===== src/rtl/link_upstream_sender.sv =====
// link_upstream_sender: credit-flow-controlled 16-bit to 8-bit serializer for an upstream link.
module link_upstream_sender #(
  parameter int CREDITS     = 16,
  parameter int TOKEN_RATIO = 4
) (
  input  logic                             clk,
  input  logic                             rst,
  input  logic [15:0]                      core_data_i,
  input  logic                             core_valid_i,
  output logic                             core_ready_o,
  output logic [7:0]                       io_data_o,
  output logic                             io_valid_o,
  input  logic                             token_i,
  output logic [$clog2(CREDITS+1)-1:0]     credit_o,
  output logic                             overflow_o
);
  localparam int CW = $clog2(CREDITS + 1);
  localparam logic [CW:0] RATIO = (CW+1)'(TOKEN_RATIO);
  localparam logic [CW:0] CMAX  = (CW+1)'(CREDITS);

  typedef enum logic [1:0] {IDLE, SEND_LO, SEND_HI} state_t;

  state_t        state_q, state_d;
  logic [15:0]   hold_q;
  logic          token_q;
  logic [CW-1:0] credit_q;
  logic          overflow_q;
  logic [CW:0]   credit_d;
  logic          accept, token_edge;

  assign core_ready_o = (credit_q != '0) && (state_q == IDLE || state_q == SEND_HI);
  assign accept       = core_valid_i && core_ready_o;
  assign token_edge   = token_i ^ token_q;
  assign io_valid_o   = state_q != IDLE;
  assign io_data_o    = state_q == SEND_LO ? hold_q[7:0] : state_q == SEND_HI ? hold_q[15:8] : 8'h00;
  assign credit_o     = credit_q;
  assign overflow_o   = overflow_q;

  always_comb begin
    state_d  = state_q == SEND_LO ? SEND_HI : accept ? SEND_LO : IDLE;
    credit_d = {1'b0, credit_q} + (token_edge ? RATIO : '0) - {{CW{1'b0}}, accept};
  end

  always_ff @(posedge clk) begin
    if (rst) begin
      state_q    <= IDLE;
      hold_q     <= '0;
      token_q    <= 1'b0;
      credit_q   <= CMAX[CW-1:0];
      overflow_q <= 1'b0;
    end else begin
      state_q  <= state_d;
      token_q  <= token_i;
      if (accept) hold_q <= core_data_i;
      // excess returned credits are clamped and remembered as a sticky error
      credit_q <= credit_d > CMAX ? CMAX[CW-1:0] : credit_d[CW-1:0];
      if (credit_d > CMAX) overflow_q <= 1'b1;
    end
  end
endmodule


===== config.mk =====
export PLATFORM = sky130hd
export DESIGN_NAME = link_upstream_sender
export DESIGN_NICKNAME = d
export VERILOG_FILES = /design/src/rtl/link_upstream_sender.sv
export SDC_FILE = /design/constraint.sdc
export NUM_CORES = 1
export LEC_CHECK = 0
export CAP_MARGIN = 20
export CELL_PAD_IN_SITES_DETAIL_PLACEMENT = 2
export CELL_PAD_IN_SITES_GLOBAL_PLACEMENT = 2
export CORE_MARGIN = 2
export CORE_UTILIZATION = 28
export DETAILED_ROUTE_END_ITERATION = 6
export PLACE_DENSITY_LB_ADDON = 0.08
export SLEW_MARGIN = 20
export SYNTH_ARGS = -nofsm -noshare
export SYNTH_HDL_FRONTEND = slang
export SYNTH_SLANG_ARGS = --single-unit

===== constraint.sdc =====
create_clock -name clk -period 5 [get_ports clk]
set_input_delay 0.5 -clock clk [delete_from_list [all_inputs] [get_ports clk]]
set_output_delay 0.5 -clock clk [all_outputs]
set_load 0.1 [all_outputs]

## Word-level counts from Yosys, hierarchy flattened

Index checks and enable logic that the tools add are counted.
Widths: inputs -> output; s select.

| storage, ports and cells | value |
|---|---|
| input bits | 20 |
| output and inout port bits | 16 |
| register bits | 25 |
| logic and storage cells | 25 |

| cells by class | value |
|---|---|
| eq/ne operators | 2 |
| reductions and logical operators | 8 |
| bitwise logic cells | 1 |
| $lt $le $gt $ge | 1 |
| $add $sub $neg | 2 |
| mux-type cells | 5 |

Operators with widths:

| cell | number |
|---|---|
| $mux 8 | 2 |
| $add 5x3->6 | 1 |
| $gt 6x5->1 const B | 1 |
| $sub 6x1->6 | 1 |
| $reduce_bool 5->1 | 1 |
| $reduce_or 2->1 | 2 |
| $mux 3 | 1 |
| $eq 2x1->1 const B | 1 |
| $eq 2x2->1 const B | 1 |
| $logic_and 1x1->1 | 2 |
| $logic_not 2->1 | 1 |
| $mux 2 | 1 |
| $reduce_bool 2->1 | 1 |
| $logic_or 1x1->1 | 1 |
| $mux 1 | 1 |
| $xor 1x1->1 | 1 |

## Longest topological paths before layout

| depth | value |
|---|---|
| depth after elaboration | 7 |
| depth in mapped cells | 14 |
| gate-level depth less buffers | 12 |

## Worst setup path before layout

OpenSTA, ideal clock, no wires.

| path | value |
|---|---|
| path type | reg-to-reg |
| start point | register credit_q[0] (netlist: credit_o[0]) |
| end point | register credit_q[4] (netlist: credit_o[4]) |
| clock period less this slack | 3161 ps |
| cell stages (with the launch flop) | 15 |
| required time | 4873 ps |
| setup slack | 1839 ps |
| setup time | 127 ps |
| arrival | 3034 ps |
| path buffers | 2 |
| cell sequence | dfxtp_1 nor3_2 a211o_1 buf_6 clkinv_4 buf_12 ha_1 inv_1 ha_1 inv_1 fa_1 nand2b_1 a21oi_1 xnor2_1 or3_1 |

| between the ends | value |
|---|---|
| word-level cells in the longest chain between the ends | 6 |
| elaborated cells on any way between the ends | 7 |
| those cells by class | add/sub: 2; order compare: 1; reduce/logical: 4 |

RTL lines:

| what | line | RTL |
|---|---|---|
| start: declaration | 26 | `logic [CW-1:0] credit_q;` |
| start signal: assignment | 49 | `credit_q <= CMAX[CW-1:0];` |
| start signal: assignment | 56 | `credit_q <= credit_d > CMAX ? CMAX[CW-1:0] : credit_d[CW-1:0];` |
| $reduce_bool 5->1 * | 31 | `assign core_ready_o = (credit_q != '0) && (state_q == IDLE \|\| state_q == SEND_HI);` |
| $logic_and 1x1->1 * | 31 |  |
| $logic_and 1x1->1 * | 32 | `assign accept = core_valid_i && core_ready_o;` |
| net accept | 29 | `logic accept, token_edge;` |
| $sub 6x1->6 * | 41 | `credit_d = {1'b0, credit_q} + (token_edge ? RATIO : '0) - {{CW{1'b0}}, accept};` |
| $gt 6x5->1 | 56 |  |
| $reduce_or 2->1 (no source line) | -- |  |

Mark *: on every way through the listed nets, which the timed path passes. The rest lies on a longest branch.
A chain may end at the register's enable or synchronous reset.

## Worst setup path after layout

| path | value |
|---|---|
| start point | input port core_valid_i |
| end point | register credit_q[4] (netlist: credit_o[4]) |

| between the ends | value |
|---|---|
| word-level cells in the longest chain between the ends | 4 |

RTL lines:

| what | line | RTL |
|---|---|---|
| start: declaration | 9 | `input logic core_valid_i,` |
| $logic_and 1x1->1 * | 32 |  |
| $sub 6x1->6 * | 41 |  |
| $gt 6x5->1 | 56 |  |
| $reduce_or 2->1 (no source line) | -- |  |

Every way passes the cells marked *; elsewhere a longest branch is shown, timed or not.

==> run summary <==
Outcome: finished, final reports clean
Worst slew pin tran: 979 ps
Antenna violations before repair: 0
Post_cts resized: 0
Most frequent cells in the layout: 34 x clkdlybuf4s50_1, 33 x nand2_1, 25 x dfxtp_1, 11 x inv_1
Residual DRC: 0
Worst skew pair latency: 270 ps
Max-Cap Viols: 0
Main flop type after synthesis: dfxtp_1
CP Depth: 13
Pwr dens: 642 mW/mm^2
WL/cell: 15.3 um
CP delay by family, top: buffers and inverters
Syn avg cell area: 8.69 um^2
Req. time, crit path: 5160 ps
Port buffer count: 35
Die span in x: 69.4 um
Drt total wl: 3360 um
Post-layout instance area: 0.00160 mm^2
Post-Synth Adder-Cell Area: 7.93%
Largest net degree at the start of global routing: 25
Worst hold path class: register to register
Routed vias/inst: 4.81
Clock transition at the registers of the reported paths: 90 ps
Antenna cell count: 0
Cell mode on critical path: inv_1
FF-to-FF Start: credit_o[1]$_SDFF_PP0_
Post-synth EDFFs: 0
Global Route Usage Sum: 15.1%
Worst VDD drop: 0.172 mV
First-pass GRT wire length: 5800 um
Initial Util: 29.5%
Final Wtd Congestion: 0.796
Die Area: 0.00482 mm^2
Layout cells sized above 1: 10.0%
Reg-to-reg endpoint: credit_o[4]$_SDFF_PP1_
Placed instance area: 0.00156 mm^2
Synth Warn #: 0
Mux cell area share after synthesis: 0%
Largest family of logic cells by synthesized area: simple AND/OR/NAND/NOR gates
Fin crit share: 69.2%
Post-synthesis simple-gate area fraction: 19.9%
Final HPWL DP: 2580 um
Pins Over Slew Limit: 0
Height of the die: 69.4 um
H-Tree Level Count: 1
Fmax: 289 MHz
Max_slew headroom: 34.5%
Via count: 1,058
Critical Path Source: core_valid_i
# IOs: 36
Critical-path top delay cell: a211o_1
Final Hold Fails: 0
Vias in the first global route: 1,217
Setup violations, final: 0
Final nets: 198
Fillers: 448
CP bufs+invs: 5
Core Area: 0.00406 mm^2
Max incr delay on CP: 500 ps
Clock Path Buffers: 2
Async SR Flop Fraction: 0%
Mapped Area: 0.00120 mm^2
Min-Delay Path Depth: 2
Syn Nets: 165
Post-layout minimum cycle time: 3460 ps
Commonest non-fill, non-tap cell in the layout: clkdlybuf4s50_1
DRT Pass-1 Iters: 4
Largest fanout on the critical path: 18
Post-CTS Setup Inserts: 0
Worst setup path end: credit_o[4]$_SDFF_PP1_
CTS Hold Bufs: 0
Cell depth of the worst flop-to-flop path: 12
Critical Path End Type: register
Synth-to-Final Area Change: 33.5%
Final ANT Viol Nets: 0
Total grt overflow: 0
Worst Skew: 1.55 ps
Area fraction in compound gates after synthesis: 19.7%
Placement row count: 23
Worst reg-to-reg setup slack: 1590 ps
#FFs+latches synth: 25
Seq/Total Area, Yosys: 41.8%
Post-synth cell types: 29
Gate Count Post-Synth: 138
Startpoint Class: input pin
Clk sinks: 25
XOR/XNOR share of the synthesized area: 2.19%
Detailed Route Iter0 Violations: 40
CTS tree: yes
Crit path cell chain: clkdlybuf4s50_1 -> inv_1 -> a211o_1 -> clkinv_4 -> ha_1 -> inv_1 -> ha_1 -> inv_1 -> fa_1 -> nand2b_1 -> a21oi_1 -> xnor2_1 -> or3_1
Crit Path Class: input pin to register
Root Buffer: clkbuf_8
TritonCTS Buffers: 3
Setup TNS: 0 ps
WP data arrival: 3620 ps
P_leak: 0.000618 uW
RSZ-0062 raised after global routing: no
[layer usage]
metal / vias up / track usage, % / routed length [um] / part of all wire (%)
li1: 522 / - / - / -
met2: 26 / 27.9 / 1740 / 52
met3: 5 / 2.62 / 139 / 4.1
met1: 505 / 16.9 / 1420 / 42
met5: - / 0 / 0 / 0
met4: 0 / 6.54 / 57 / 1.7
[final cells by class]
type / count / area [um^2] / share of cell area [%]
multi-input cells: 94 / 597 / 37.3
flip-flops and latches: 25 / 500 / 31.3
repair buffers: 35 / 345 / 21.6
well taps: 50 / 62.6 / 3.91
inverters: 12 / 50.0 / 3.13
clock buffers: 4 / 45.0 / 2.81
[stage by stage]
| step | total power, uW | hold WS (ps) | std cells | util, % | setup WS, ps |
|---|---|---|---|---|---|
| after floorplan | 770 | 436 | 138 | - | 1840 |
| after global placement | 891 | 451 | 216 | 38.5 | 1400 |
| after detailed placement | 915 | 457 | 216 | 38.5 | 1200 |
| after CTS | 1040 | 467 | 220 | 39.6 | 1470 |
| after global routing | 1100 | 496 | 220 | 39.4 | 1240 |
| final | 1030 | 466 | 220 | 39.4 | 1540 |
[flip-flops by register name, summed over array words and instances (netlist names)]
signal and cells:
credit_o 5, hold_q 16, overflow_o 1, state_q 2, token_q 1
[report_power, final]
part,switching [uW],internal [uW]
clock network,66.8,57.1
registers,32.8,242
logic,440,188
[cells in the mapped netlist (2+ instances only)]
cell	n	area share [%]
a21oi_1	9	3.8
a22o_1	8	5.8
inv_1	11	3.4
nand2_1	33	10
clkbuf_1	4	1.3
nor2_1	7	2.2
nor2b_1	3	1.6
nor4_1	3	1.6
xnor2_1	2	1.5
ha_1	6	6.3
a21oi_2	9	6.6
a211oi_1	2	1.3
dfxtp_1	25	42
[worst register-to-register path: stages, from the launching register on]
cell	delay (ps)
dfxtp_1	370
nor3_2	210
a211o_1	570
clkinv_4	280
ha_1	270
inv_1	60
ha_1	180
inv_1	70
fa_1	390
nand2b_1	160
a21oi_1	180
xnor2_1	200
or3_1	380
[worst min-delay path by stage]
stage                             from                       to  slack, ps
3_5_place_dp    hold_q[2]$_SDFFE_PP0P_   hold_q[2]$_SDFFE_PP0P_        460
3_3_place_gp    hold_q[2]$_SDFFE_PP0P_   hold_q[2]$_SDFFE_PP0P_        450
2_1_floorplan   hold_q[0]$_SDFFE_PP0P_   hold_q[0]$_SDFFE_PP0P_        440
4_1_cts         hold_q[2]$_SDFFE_PP0P_   hold_q[2]$_SDFFE_PP0P_        470
5_1_grt        hold_q[15]$_SDFFE_PP0P_  hold_q[15]$_SDFFE_PP0P_        500
6_report        hold_q[2]$_SDFFE_PP0P_   hold_q[2]$_SDFFE_PP0P_        470
[kinds of logic (layout without fill, tap and decap cells)]
logic type / count (synthesis) / after routing
adder cells (fa/ha/maj): 7 / 7
AND/OR/NAND/NOR: 53 / 53
XOR/XNOR: 3 / 3
flip-flops: 25 / 25
buffers and inverters: 19 / 51
AO/OA/AOI/OAI: 31 / 31
(Power assumes the default switching activity.)
